===== config.mk =====
export PLATFORM = sky130hd
export DESIGN_NAME = video_sync_decoder
export DESIGN_NICKNAME = d
export VERILOG_FILES = /design/src/rtl/video_sync_decoder.sv
export SDC_FILE = /design/constraint.sdc
export NUM_CORES = 1
export LEC_CHECK = 0
export ABC_AREA = 1
export BUFFER_PORTS_ARGS = -buffer_cell sky130_fd_sc_hd__clkbuf_2
export CAP_MARGIN = 20
export CORE_UTILIZATION = 54
export DETAILED_ROUTE_END_ITERATION = 16
export PLACE_DENSITY = 0.76
export SYNTH_ARGS = -nofsm -noshare
export SYNTH_HDL_FRONTEND = slang
export SYNTH_SLANG_ARGS = --single-unit
export TNS_END_PERCENT = 10

===== constraint.sdc =====
create_clock -name clk -period 1.6 [get_ports clk]
set_clock_uncertainty 0.1 [all_clocks]
set_input_delay 0.24 -clock clk [delete_from_list [all_inputs] [get_ports clk]]
set_output_delay 0.24 -clock clk [all_outputs]
set_load 0.05 [all_outputs]

===== src/rtl/video_sync_decoder.sv =====
// Composite sync decoder: measures sync-tip widths, classifies them into
// equalising / line / broad pulses, and derives line/pixel timing plus lock.
module video_sync_decoder #(
    parameter int GLITCH_MAX  = 15,
    parameter int EQ_MAX      = 40,
    parameter int H_MAX       = 100,
    parameter int BROAD_MIN   = 200,
    parameter int TIMEOUT     = 1000,
    parameter int LOCK_PULSES = 4
) (
    input  logic       clk,
    input  logic       i_rst_n,
    input  logic       i_sync,
    input  logic       i_white,
    output logic       o_hsync,
    output logic       o_vsync,
    output logic [9:0] o_line,
    output logic [9:0] o_pixel,
    output logic       o_white,
    output logic       o_locked
);

    localparam int TW = $clog2(TIMEOUT + 1);
    localparam int LW = $clog2(LOCK_PULSES + 1);

    localparam logic [8:0]    GLITCH_W  = 9'(GLITCH_MAX);
    localparam logic [8:0]    EQ_W      = 9'(EQ_MAX);
    localparam logic [8:0]    H_W       = 9'(H_MAX);
    localparam logic [8:0]    BROAD_W   = 9'(BROAD_MIN);
    localparam logic [TW-1:0] TIMEOUT_W = TW'(TIMEOUT);
    localparam logic [LW-1:0] LOCK_W    = LW'(LOCK_PULSES);

    typedef enum logic [1:0] {WAIT_HIGH, HIGH, LOW} pulse_state_t;
    typedef enum logic {UNLOCKED, LOCKED} lock_state_t;
    typedef enum logic [2:0] {
        CLS_NONE, CLS_GLITCH, CLS_EQ, CLS_LINE, CLS_INVALID, CLS_BROAD
    } pulse_class_t;

    logic          sync_m, sync_s, white_m, white_s;
    pulse_state_t  pulse_state;
    lock_state_t   lock_state;
    logic [8:0]    width;
    logic [TW-1:0] tcnt;
    logic [TW-1:0] tcnt_inc;
    logic [LW-1:0] lock_cnt;
    logic          prev_broad;
    pulse_class_t  cls;
    logic          valid;
    logic          invalid;
    logic          timeout_hit;

    // NOTE: every signal written here gets a default first, so no path can leave it unassigned and infer a latch.
    always_comb begin
        cls = CLS_NONE;
        if (pulse_state == LOW && sync_s) begin
            if (width <= GLITCH_W)     cls = CLS_GLITCH;
            else if (width <= EQ_W)    cls = CLS_EQ;
            else if (width <= H_W)     cls = CLS_LINE;
            else if (width < BROAD_W)  cls = CLS_INVALID;
            else                       cls = CLS_BROAD;
        end
    end

    assign valid       = (cls == CLS_EQ) || (cls == CLS_LINE) || (cls == CLS_BROAD);
    assign invalid     = (cls == CLS_INVALID);
    assign tcnt_inc    = (tcnt == TIMEOUT_W) ? tcnt : tcnt + 1'b1;
    assign timeout_hit = (tcnt_inc == TIMEOUT_W);
    assign o_locked    = (lock_state == LOCKED);

    // NOTE: all state here uses non-blocking assignments so every flop samples pre-edge values, as real hardware does.
    always_ff @(posedge clk or negedge i_rst_n) begin
        if (!i_rst_n) begin
            sync_m      <= 1'b0;
            sync_s      <= 1'b0;
            white_m     <= 1'b0;
            white_s     <= 1'b0;
            o_white     <= 1'b0;
            o_hsync     <= 1'b0;
            o_vsync     <= 1'b0;
            o_line      <= '0;
            o_pixel     <= '0;
            pulse_state <= WAIT_HIGH;
            lock_state  <= UNLOCKED;
            width       <= '0;
            tcnt        <= '0;
            lock_cnt    <= '0;
            prev_broad  <= 1'b0;
        end else begin
            sync_m  <= i_sync;
            sync_s  <= sync_m;
            white_m <= i_white;
            white_s <= white_m;
            o_white <= white_s & sync_s;
            o_hsync <= (cls == CLS_LINE);
            o_vsync <= (cls == CLS_BROAD) && !prev_broad;

            // A low level seen in WAIT_HIGH has no known start, so it is never measured.
            case (pulse_state)
                WAIT_HIGH: if (sync_s) pulse_state <= HIGH;
                HIGH: begin
                    if (!sync_s) begin
                        pulse_state <= LOW;
                        width       <= 9'd1;
                    end
                end
                LOW: begin
                    if (sync_s)           pulse_state <= HIGH;
                    else if (width != '1) width <= width + 1'b1;
                end
                default: pulse_state <= WAIT_HIGH;
            endcase

            if (valid || invalid) prev_broad <= (cls == CLS_BROAD);

            if (cls == CLS_BROAD && !prev_broad) o_line <= '0;
            else if (cls == CLS_LINE && o_line != '1) o_line <= o_line + 1'b1;

            if (valid || invalid)  o_pixel <= '0;
            else if (o_pixel != '1) o_pixel <= o_pixel + 1'b1;

            tcnt <= valid ? '0 : tcnt_inc;

            // A classification in the timeout cycle wins, so valid is tested before timeout_hit.
            if (invalid) begin
                lock_cnt   <= '0;
                lock_state <= UNLOCKED;
            end else if (valid) begin
                if (lock_cnt != LOCK_W) lock_cnt <= lock_cnt + 1'b1;
                if (lock_cnt >= LOCK_W - 1'b1) lock_state <= LOCKED;
            end else if (timeout_hit) begin
                lock_cnt   <= '0;
                lock_state <= UNLOCKED;
            end
        end
    end

endmodule


Yosys cells after proc, flatten, opt, wreduce, memory -nomap -nowiden

Cells that the tools add are included.

Flip-flop bits (word level): 53
Input port bits: 4
Output and inout port bits: 24

Add/subtract/negate cells: 5
Order comparisons: 5
Eq/ne operators: 18
Multiplexer cells: 26
Bitwise operators: 1
Reductions and logical operators: 17

Operators with widths:

| kind                  | count |
|---|---|
| $mux 10               | 6 |
| $add 10x1->10 const B | 3 |
| $mux 9                | 3 |
| $mux 3                | 8 |
| $eq 10x10->1 const B  | 2 |
| $ne 10x10->1 const B  | 2 |
| $pmux 9 s2            | 1 |
| $add 9x1->9 const B   | 1 |
| $le 9x4->1 const B    | 1 |
| $le 9x6->1 const B    | 1 |
| $le 9x7->1 const B    | 1 |
| $lt 9x8->1 const B    | 1 |
| $ne 9x9->1 const B    | 1 |
| $eq 3x2->1 const B    | 2 |
| $eq 3x3->1 const B    | 2 |
| $ne 3x1->1 const B    | 2 |
| $reduce_and 2->1      | 3 |
| $reduce_bool 2->1     | 3 |
| $mux 1                | 5 |
| $mux 2                | 2 |
| $ne 2x1->1 const B    | 2 |
| $ne 2x2->1 const B    | 2 |
| $pmux 2 s2            | 1 |
| $reduce_and 4->1      | 1 |
| other kinds (12)      | 16 |

Longest topological paths before layout

Gate-level depths: netlist (run 1).

Depth after elaboration: 11
Gate-level depth with buffers: 14
Gate-level depth less buffers: 14

Worst setup path before layout (run 1)

Ideal clock, no wire load.

Path kind: register to register
Start: register o_line[0]
End: register o_line[2]
Setup time: 119 ps
Arrival: 1,717 ps
Data required time: 1,381 ps
Path slack: -335 ps
Stages on the path, launching flop included: 8
Buffers on the path: 1
Period minus slack after synthesis: 1,935 ps
Cell sequence: dfrtp_1 ha_1 inv_1 nor3_2 nand4_1 buf_2 nand4_1 nand2_1

Cells in the longest elaborated chain, start to end: 3

Ends and longest elaborated chain:

| element                                              | RTL line | source |
|---|---|---|
| from (decl)                                          | 17       | `output logic [9:0] o_line,` |
| from (signal assigned)                               | 116      | `else if (cls == CLS_LINE && o_line != '1) o_line <= o_line + 1'b1;` |
| $add 10x1->10 / $ne 10x10->1 (equally long branches) | 116      |  |
| $mux 10 / $logic_and 1x1->1 (equally long branches)  | 116      |  |
| $mux 10 / $reduce_bool 2->1 (equally long branches)  | -        |  |

Several ways; a longest one is shown, not always the timed one. The select of a mux whose other input is x is not followed.
A chain may end at the register's enable or synchronous reset.

Worst setup path in the final report (run 1)

Start: register tcnt[0]
End: register lock_cnt[2]

Cells in the longest elaborated chain, start to end: 5

Ends and longest elaborated chain:

| element                                              | RTL line | source |
|---|---|---|
| from (decl)                                          | 43       | `logic [TW-1:0] tcnt;` |
| from (signal assigned)                               | 121      | `tcnt <= valid ? '0 : tcnt_inc;` |
| $add 10x1->10 / $eq 10x10->1 (equally long branches) | 66       | `assign tcnt_inc = (tcnt == TIMEOUT_W) ? tcnt : tcnt + 1'b1;` |
| $mux 10 (*)                                          | 66       |  |
| $eq 10x10->1 (*)                                     | 67       | `assign timeout_hit = (tcnt_inc == TIMEOUT_W);` |
| $reduce_bool 3->1 (no source line) (*)               | -        |  |
| $reduce_and 2->1 (no source line) (*)                | -        |  |
| to (signal assigned)                                 | 128      | `if (lock_cnt != LOCK_W) lock_cnt <= lock_cnt + 1'b1;` |
| to (decl)                                            | 45       | `logic [LW-1:0] lock_cnt;` |

Every way passes the cells marked *; elsewhere a longest branch is shown, timed or not.

==> impl_metrics.json, run 1 <==
{
  "grt_pass1_vias": 2755,
  "setup_viol": 36,
  "violations": "negative setup slack",
  "setup_ws_ns": -0.256,
  "startpoint": "tcnt[0]$_DFF_PN0_",
  "synthAdderAreaFrac": 0.0405,
  "seq_area_frac_synth": 0.429,
  "hold_class": "reg -> reg",
  "maxSlewHeadroom": 0.789,
  "clockBufferDepth": 2,
  "finalWirelength_um": 6930,
  "grt_pass1_wl_um": 11900,
  "drc": 0,
  "nets": 483,
  "ant_nets": 0,
  "htreeDepth": 2,
  "maxSlewViolCount": 0,
  "grt.overflow.total": 0,
  "synth_edf_count": 0,
  "yosys.area.top_type_share": 0.429,
  "drt-wirelength-per-cell_um": 12.8,
  "worstRegToRegCells": 13,
  "die_w_um": 77.6,
  "die_y_um": 77.6,
  "max_cap_violations": 0,
  "drt_pre_antenna_iters": 4,
  "synth_common_cells": "nand2_1, dfrtp_1, inv_1, nor2_1, nand3_1",
  "yosys.area_share.simple": 0.343,
  "report.power.total_w": 0.00286,
  "synth_cells": 378,
  "async_reset_ff_frac": 1.00,
  "fill_cells": 422,
  "grt_usage": 0.245,
  "yosysWarnings": 0,
  "dp.final_hpwl_um": 4930,
  "dominantRegCellSynth": "dfrtp_1",
  "ir_worst_vdd_mv": 0.628,
  "path_clk_slew_ns": 0.10,
  "ys_ff_latch": 53,
  "antenna_found_initial": 0,
  "status": "finished with violations",
  "cp_data_arrival_time_ns": 1.95,
  "endpoint": "lock_cnt[2]$_DFFE_PN0P_",
  "rsz0062_at_grt": "yes",
  "final-hold-violation-count": 0,
  "tns_ns": -4.00,
  "fin_cells": 542,
  "synth-compound-area-share": 0.0673,
  "gp_congestion": 0.857,
  "place_inst": 525,
  "finalCritPeriodShare": 1.16,
  "initial_core_util": 0.561,
  "cts.sinks": 53,
  "syn_area_per_cell_um2": 8.17,
  "rows": 27,
  "syn_area_um2": 3090,
  "clkLatencyLatePin_ns": 0.30,
  "tritoncts": "done",
  "synth.distinct_cells": 34,
  "synthMuxAreaShare": 0,
  "tightest_slew_ns": 0.313,
  "min_period_ns": 1.86,
  "hold_slack_ns": 0.254,
  "synth_top_family_by_area": "simple AND/OR/NAND/NOR gates",
  "numCtsBuffers": 5,
  "p_leak_nw": 2.00,
  "path_max_fanout": 6,
  "dr_total_vias": 2819,
  "syn-num-nets": 392,
  "synth_most_common_cell": "nand2_1",
  "power.density_nw_per_um2": 699,
  "r2r_end": "lock_cnt[2]$_DFFE_PN0P_",
  "root_buffer": "clkbuf_8",
  "synth.area.top_cells": "dfrtp_1, nand2_1, nand3_1",
  "critical_path_class": "reg -> reg",
  "diodes": 0,
  "core_area_um2": 5510,
  "viasPerCell": 5.20,
  "worstPathRequired_ns": 1.69,
  "syn2layout_area_growth_pct": 32.5,
  "fmax_mhz": 539,
  "port_buffers": 27,
  "synth_xor_area_frac": 0.0340,
  "layout-drive-gt1-share": 0.419,
  "yosys.area.top_type": "dfrtp_1",
  "critPathLaunchType": "flip-flop",
  "ff2ff_setup_slack_ns": -0.26,
  "end_kind": "flip-flop",
  "grt_max_degree": 54,
  "rr_startpoint": "tcnt[0]$_DFF_PN0_",
  "first_iter_violations": 95,
  "dieArea_um2": 6020,
  "pin_count": 28
}
worst max-delay path, stage by stage (launching register included):
cell and delay [ns]:
dfrtp_2 0.45, inv_2 0.09, ha_4 0.13, nand2_2 0.06, nor2_4 0.11, nand3_2 0.11, nand3_2 0.13, nand2_2 0.08
nor2_4 0.12, nand3_2 0.10, nand2_4 0.11, nand2_4 0.07, nand2_2 0.05, nand2_1 0.05
flip-flops by register name, indices dropped and copies added, names as in the netlist, 2 cells and up:
signal,cells
o_line,10
width,9
o_pixel,10
pulse_state,2
tcnt,10
lock_cnt,3
power breakdown:
group | internal, W | total, W | switching, W
clock network | 0.000352 | 0.000792 | 0.000441
logic | 0.000210 | 0.000560 | 0.000350
registers | 0.00142 | 0.00151 | 0.0000891
total | 0.00198 | 0.00286 | 0.000880
cells by family after synthesis:
group                      count (synthesis)
DFF                                       53
buffers and inverters                     60
and+or+nand+nor                          208
AOI/OAI and AO/OA                         35
xor gates and xnor gates                  12
adders and majority gates                 10
cell type report:
type / count / area, µm² / area share
multi-input combinational: 265 / 1690 / 0.413
sequential: 53 / 1340 / 0.328
timing repair buffer: 91 / 672 / 0.164
inverter: 53 / 203 / 0.0495
tap: 72 / 90.1 / 0.0220
clock buffer: 6 / 82.6 / 0.0202
clock inverter: 2 / 13.8 / 0.00336
worst min-delay path by stage:
stage / start / to / slack (ns) / cells after the start
after detailed placement: i_rst_n / o_line[4]$_DFFE_PN0P_ / 0.16 / 2
after floorplan: i_rst_n / lock_cnt[0]$_DFFE_PN0P_ / -0.16 / 0
after CTS: sync_m$_DFF_PN0_ / sync_s$_DFF_PN0_ / 0.26 / 0
final: sync_m$_DFF_PN0_ / sync_s$_DFF_PN0_ / 0.25 / 0
after global routing: sync_m$_DFF_PN0_ / sync_s$_DFF_PN0_ / 0.26 / 0
after global placement: i_rst_n / o_line[4]$_DFFE_PN0P_ / 0.16 / 2
layer usage:
layer	part of all wire	track usage
met5	0	0
met4	0.013	0.0792
met3	0.024	0.0365
met2	0.53	0.426
met1	0.44	0.311
timing repair:
item                                   4_1_cts  5_1_grt
pin swaps                                    8       16
setup endpoints to repair                   40       44
resized for setup                           20       28
hold buffers                                 3        0
endpoints found under the hold margin       55        0
buffers inserted                             3        4
layout by cell type, fill, tap and decap left out, drive strengths merged, types with 8 or more instances in the layout:
master   n
xor2     9
a21oi   11
clkbuf  33
dfrtp   53
nand2   86
buf     61
ha      10
o21ai   18
nand3   42
inv     52
nand4   17
nor3     8
nor2    50
through the flow:
step	setup WS, ns	instance area [µm²]	utilization
2_1_floorplan	-0.114	3160	-
3_3_place_gp	-0.194	3770	0.684
3_5_place_dp	-0.215	3770	0.684
4_1_cts	-0.231	3960	0.718
5_1_grt	-0.369	4090	0.743
6_report	-0.256	4090	0.743
(Power assumes the default switching activity.)
==> run 2: changes to the inputs <==
--- a/config.mk
+++ b/config.mk
@@ -8,9 +8,12 @@
 export ABC_AREA = 1
 export BUFFER_PORTS_ARGS = -buffer_cell sky130_fd_sc_hd__clkbuf_2
 export CAP_MARGIN = 20
-export CORE_UTILIZATION = 54
+export CELL_PAD_IN_SITES_DETAIL_PLACEMENT = 2
+export CELL_PAD_IN_SITES_GLOBAL_PLACEMENT = 2
+export CORE_UTILIZATION = 33
+export CTS_BUF_LIST = sky130_fd_sc_hd__clkbuf_8
 export DETAILED_ROUTE_END_ITERATION = 16
-export PLACE_DENSITY = 0.76
+export PLACE_DENSITY_LB_ADDON = 0.1
 export SYNTH_ARGS = -nofsm -noshare
 export SYNTH_HDL_FRONTEND = slang
 export SYNTH_SLANG_ARGS = --single-unit
==> impl_metrics.json, run 2 (synthesis results as in run 1) <==
{
  "status": "finished with violations",
  "violations": "negative setup slack",
  "clockBufferDepth": 2,
  "first_iter_violations": 128,
  "finalCritPeriodShare": 1.33,
  "ant_nets": 0,
  "gp_congestion": 0.768,
  "grt_usage": 0.264,
  "power.density_nw_per_um2": 702,
  "root_buffer": "clkbuf_8",
  "ir_worst_vdd_mv": 0.488,
  "clockPowerShare": 0.317,
  "rows": 34,
  "multi_input_area_um2": 1940,
  "p_sw_w": 0.00115,
  "worstPathRequired_ns": 1.73,
  "min_period_ns": 2.14,
  "final-hold-violation-count": 0,
  "fin_cells": 615,
  "fmax_mhz": 468,
  "finalWirelength_um": 15300,
  "max_cap_violations": 0,
  "htreeDepth": 2,
  "dieArea_um2": 9750,
  "path_max_fanout": 5,
  "nets": 520,
  "tightest_slew_ns": 0.386,
  "tritoncts": "done",
  "internal_power_w": 0.00216,
  "p_leak_nw": 2.25,
  "path_clk_slew_ns": 0.12,
  "die_y_um": 98.7,
  "antenna_found_initial": 0,
  "dp.final_hpwl_um": 7310,
  "drc": 0,
  "crit_chain": "inv_2 > nor2_4 > inv_2 > nor3_4 > ha_2 > inv_2 > o21ai_4 > buf_4 > o21ai_0 > nand2_1 > nor2_2",
  "critPathLaunchType": "flip-flop",
  "hold_class": "reg -> reg",
  "diodes": 0,
  "critical_path_class": "reg -> reg",
  "grt_max_degree": 54,
  "drt_pre_antenna_iters": 4,
  "end_kind": "flip-flop",
  "initial_core_util": 0.347,
  "register_area_um2": 1340,
  "utilization": 0.531,
  "final_common_cell": "buf_4",
  "pwr-share-seq": 0.463,
  "place_inst": 578,
  "pin_count": 28,
  "setup_viol": 44,
  "clkLatencyLatePin_ns": 0.33,
  "drt-wirelength-per-cell_um": 24.9,
  "port_buffers": 27,
  "fill_cells": 923,
  "syn2layout_area_growth_pct": 52.8,
  "cpMaxStageDelayCell": "dfrtp_1",
  "crit_top_cell": "inv_2",
  "final_cell_mix": "buf_4, nand2_1, dfrtp_1",
  "cp_data_arrival_time_ns": 2.26,
  "viasPerCell": 5.44,
  "cts.sinks": 53,
  "combPwrFrac": 0.220,
  "pre_cts_ws_ns": -0.443,
  "dr_total_vias": 3343,
  "rsz0062_at_grt": "yes",
  "numCtsBuffers": 5,
  "top_regs": "o_line (10), o_pixel (10), tcnt (10)",
  "sw_frac_of_total": 0.347,
  "grt_pass1_vias": 3676,
  "die_w_um": 98.7,
  "grt_pass1_wl_um": 19700,
  "maxSlewViolCount": 0,
  "grt.overflow.total": 0,
  "setup_ws_ns": -0.535,
  "hold_slack_ns": 0.282,
  "maxSlewHeadroom": 0.740,
  "layout-drive-gt1-share": 0.525,
  "core_area_um2": 8890,
  "slowest_delay_ns": 0.41
}
-- run 2: cell count changes in the layout (fill, tap and decap cells not counted), sizes merged --
cell,delta
buf,+32
bufinv,+1
clkinv,-2
clkinvlp,+1
inv,+1
nand3,+3
nand3b,+1
-- run 2: area by class of cell --
class                      count  share of cell area
clock buffer                   5              0.0146
inverter                      53              0.0462
tap                          108              0.0286
timing repair buffer         124               0.204
multi-input combinational    269               0.412
sequential                    53               0.284
clock inverter                 3              0.0101
-- run 2: final timing paths --
check                                     start                   end  slack (ns)  cells past startpoint
setup / recovery           width[4]$_DFFE_PN0P_  width[2]$_DFFE_PN0P_       -0.54                     11
hold / removal                white_m$_DFF_PN0_     white_s$_DFF_PN0_        0.28                      0
setup reg to reg           width[4]$_DFFE_PN0P_  width[2]$_DFFE_PN0P_       -0.54                     11
hold reg to reg               white_m$_DFF_PN0_     white_s$_DFF_PN0_        0.28                      0
max in group asynchronous               i_rst_n  width[3]$_DFFE_PN0P_        0.76                      3
min in group asynchronous               i_rst_n     tcnt[6]$_DFF_PN0_        0.34                      3
-- run 2: metal layers --
layer / global-route usage / wire length, µm
met5: 0 / 0
met4: 0.0930 / 743
met1: 0.290 / 5900
met3: 0.0319 / 424
met2: 0.518 / 8240
-- run 2: worst max-delay path, delay by kind of cell, from the launching register on --
family | cells | cell delay, ns
and+or+nand+nor | 4 | 0.56
adders and majority gates | 1 | 0.21
DFF | 1 | 0.41
buffers and inverters | 4 | 0.36
AOI/OAI and AO/OA | 2 | 0.37
-- run 2: power groups by stage --
stage / Clock [W] / Combinational, W / Sequential, W
floorplan: 0 / 0.000221 / 0.00161
global placement: 0 / 0.000562 / 0.00152
detailed placement: 0 / 0.000585 / 0.00153
CTS: 0.00102 / 0.000622 / 0.00151
global route: 0.00109 / 0.000775 / 0.00154
finish: 0.00105 / 0.000729 / 0.00153
-- run 2: repair_timing --
item	4_1_cts	5_1_grt
setup endpoints to repair	42	46
setup buffers	8	14
endpoints found under the hold margin	55	0
hold buffers	3	0
gates resized for setup	59	55
pin swaps	15	28
cloned	5	0
-- run 2: through the flow --
step | setup TNS, ns | power [W] | cell area (µm²)
5_1_grt | -17.84 | 0.00340 | 4720
3_3_place_gp | -6.88 | 0.00209 | 3930
4_1_cts | -7.62 | 0.00315 | 4440
2_1_floorplan | -1.76 | 0.00183 | 3160
6_report | -14.55 | 0.00331 | 4720
3_5_place_dp | -10.49 | 0.00212 | 3930
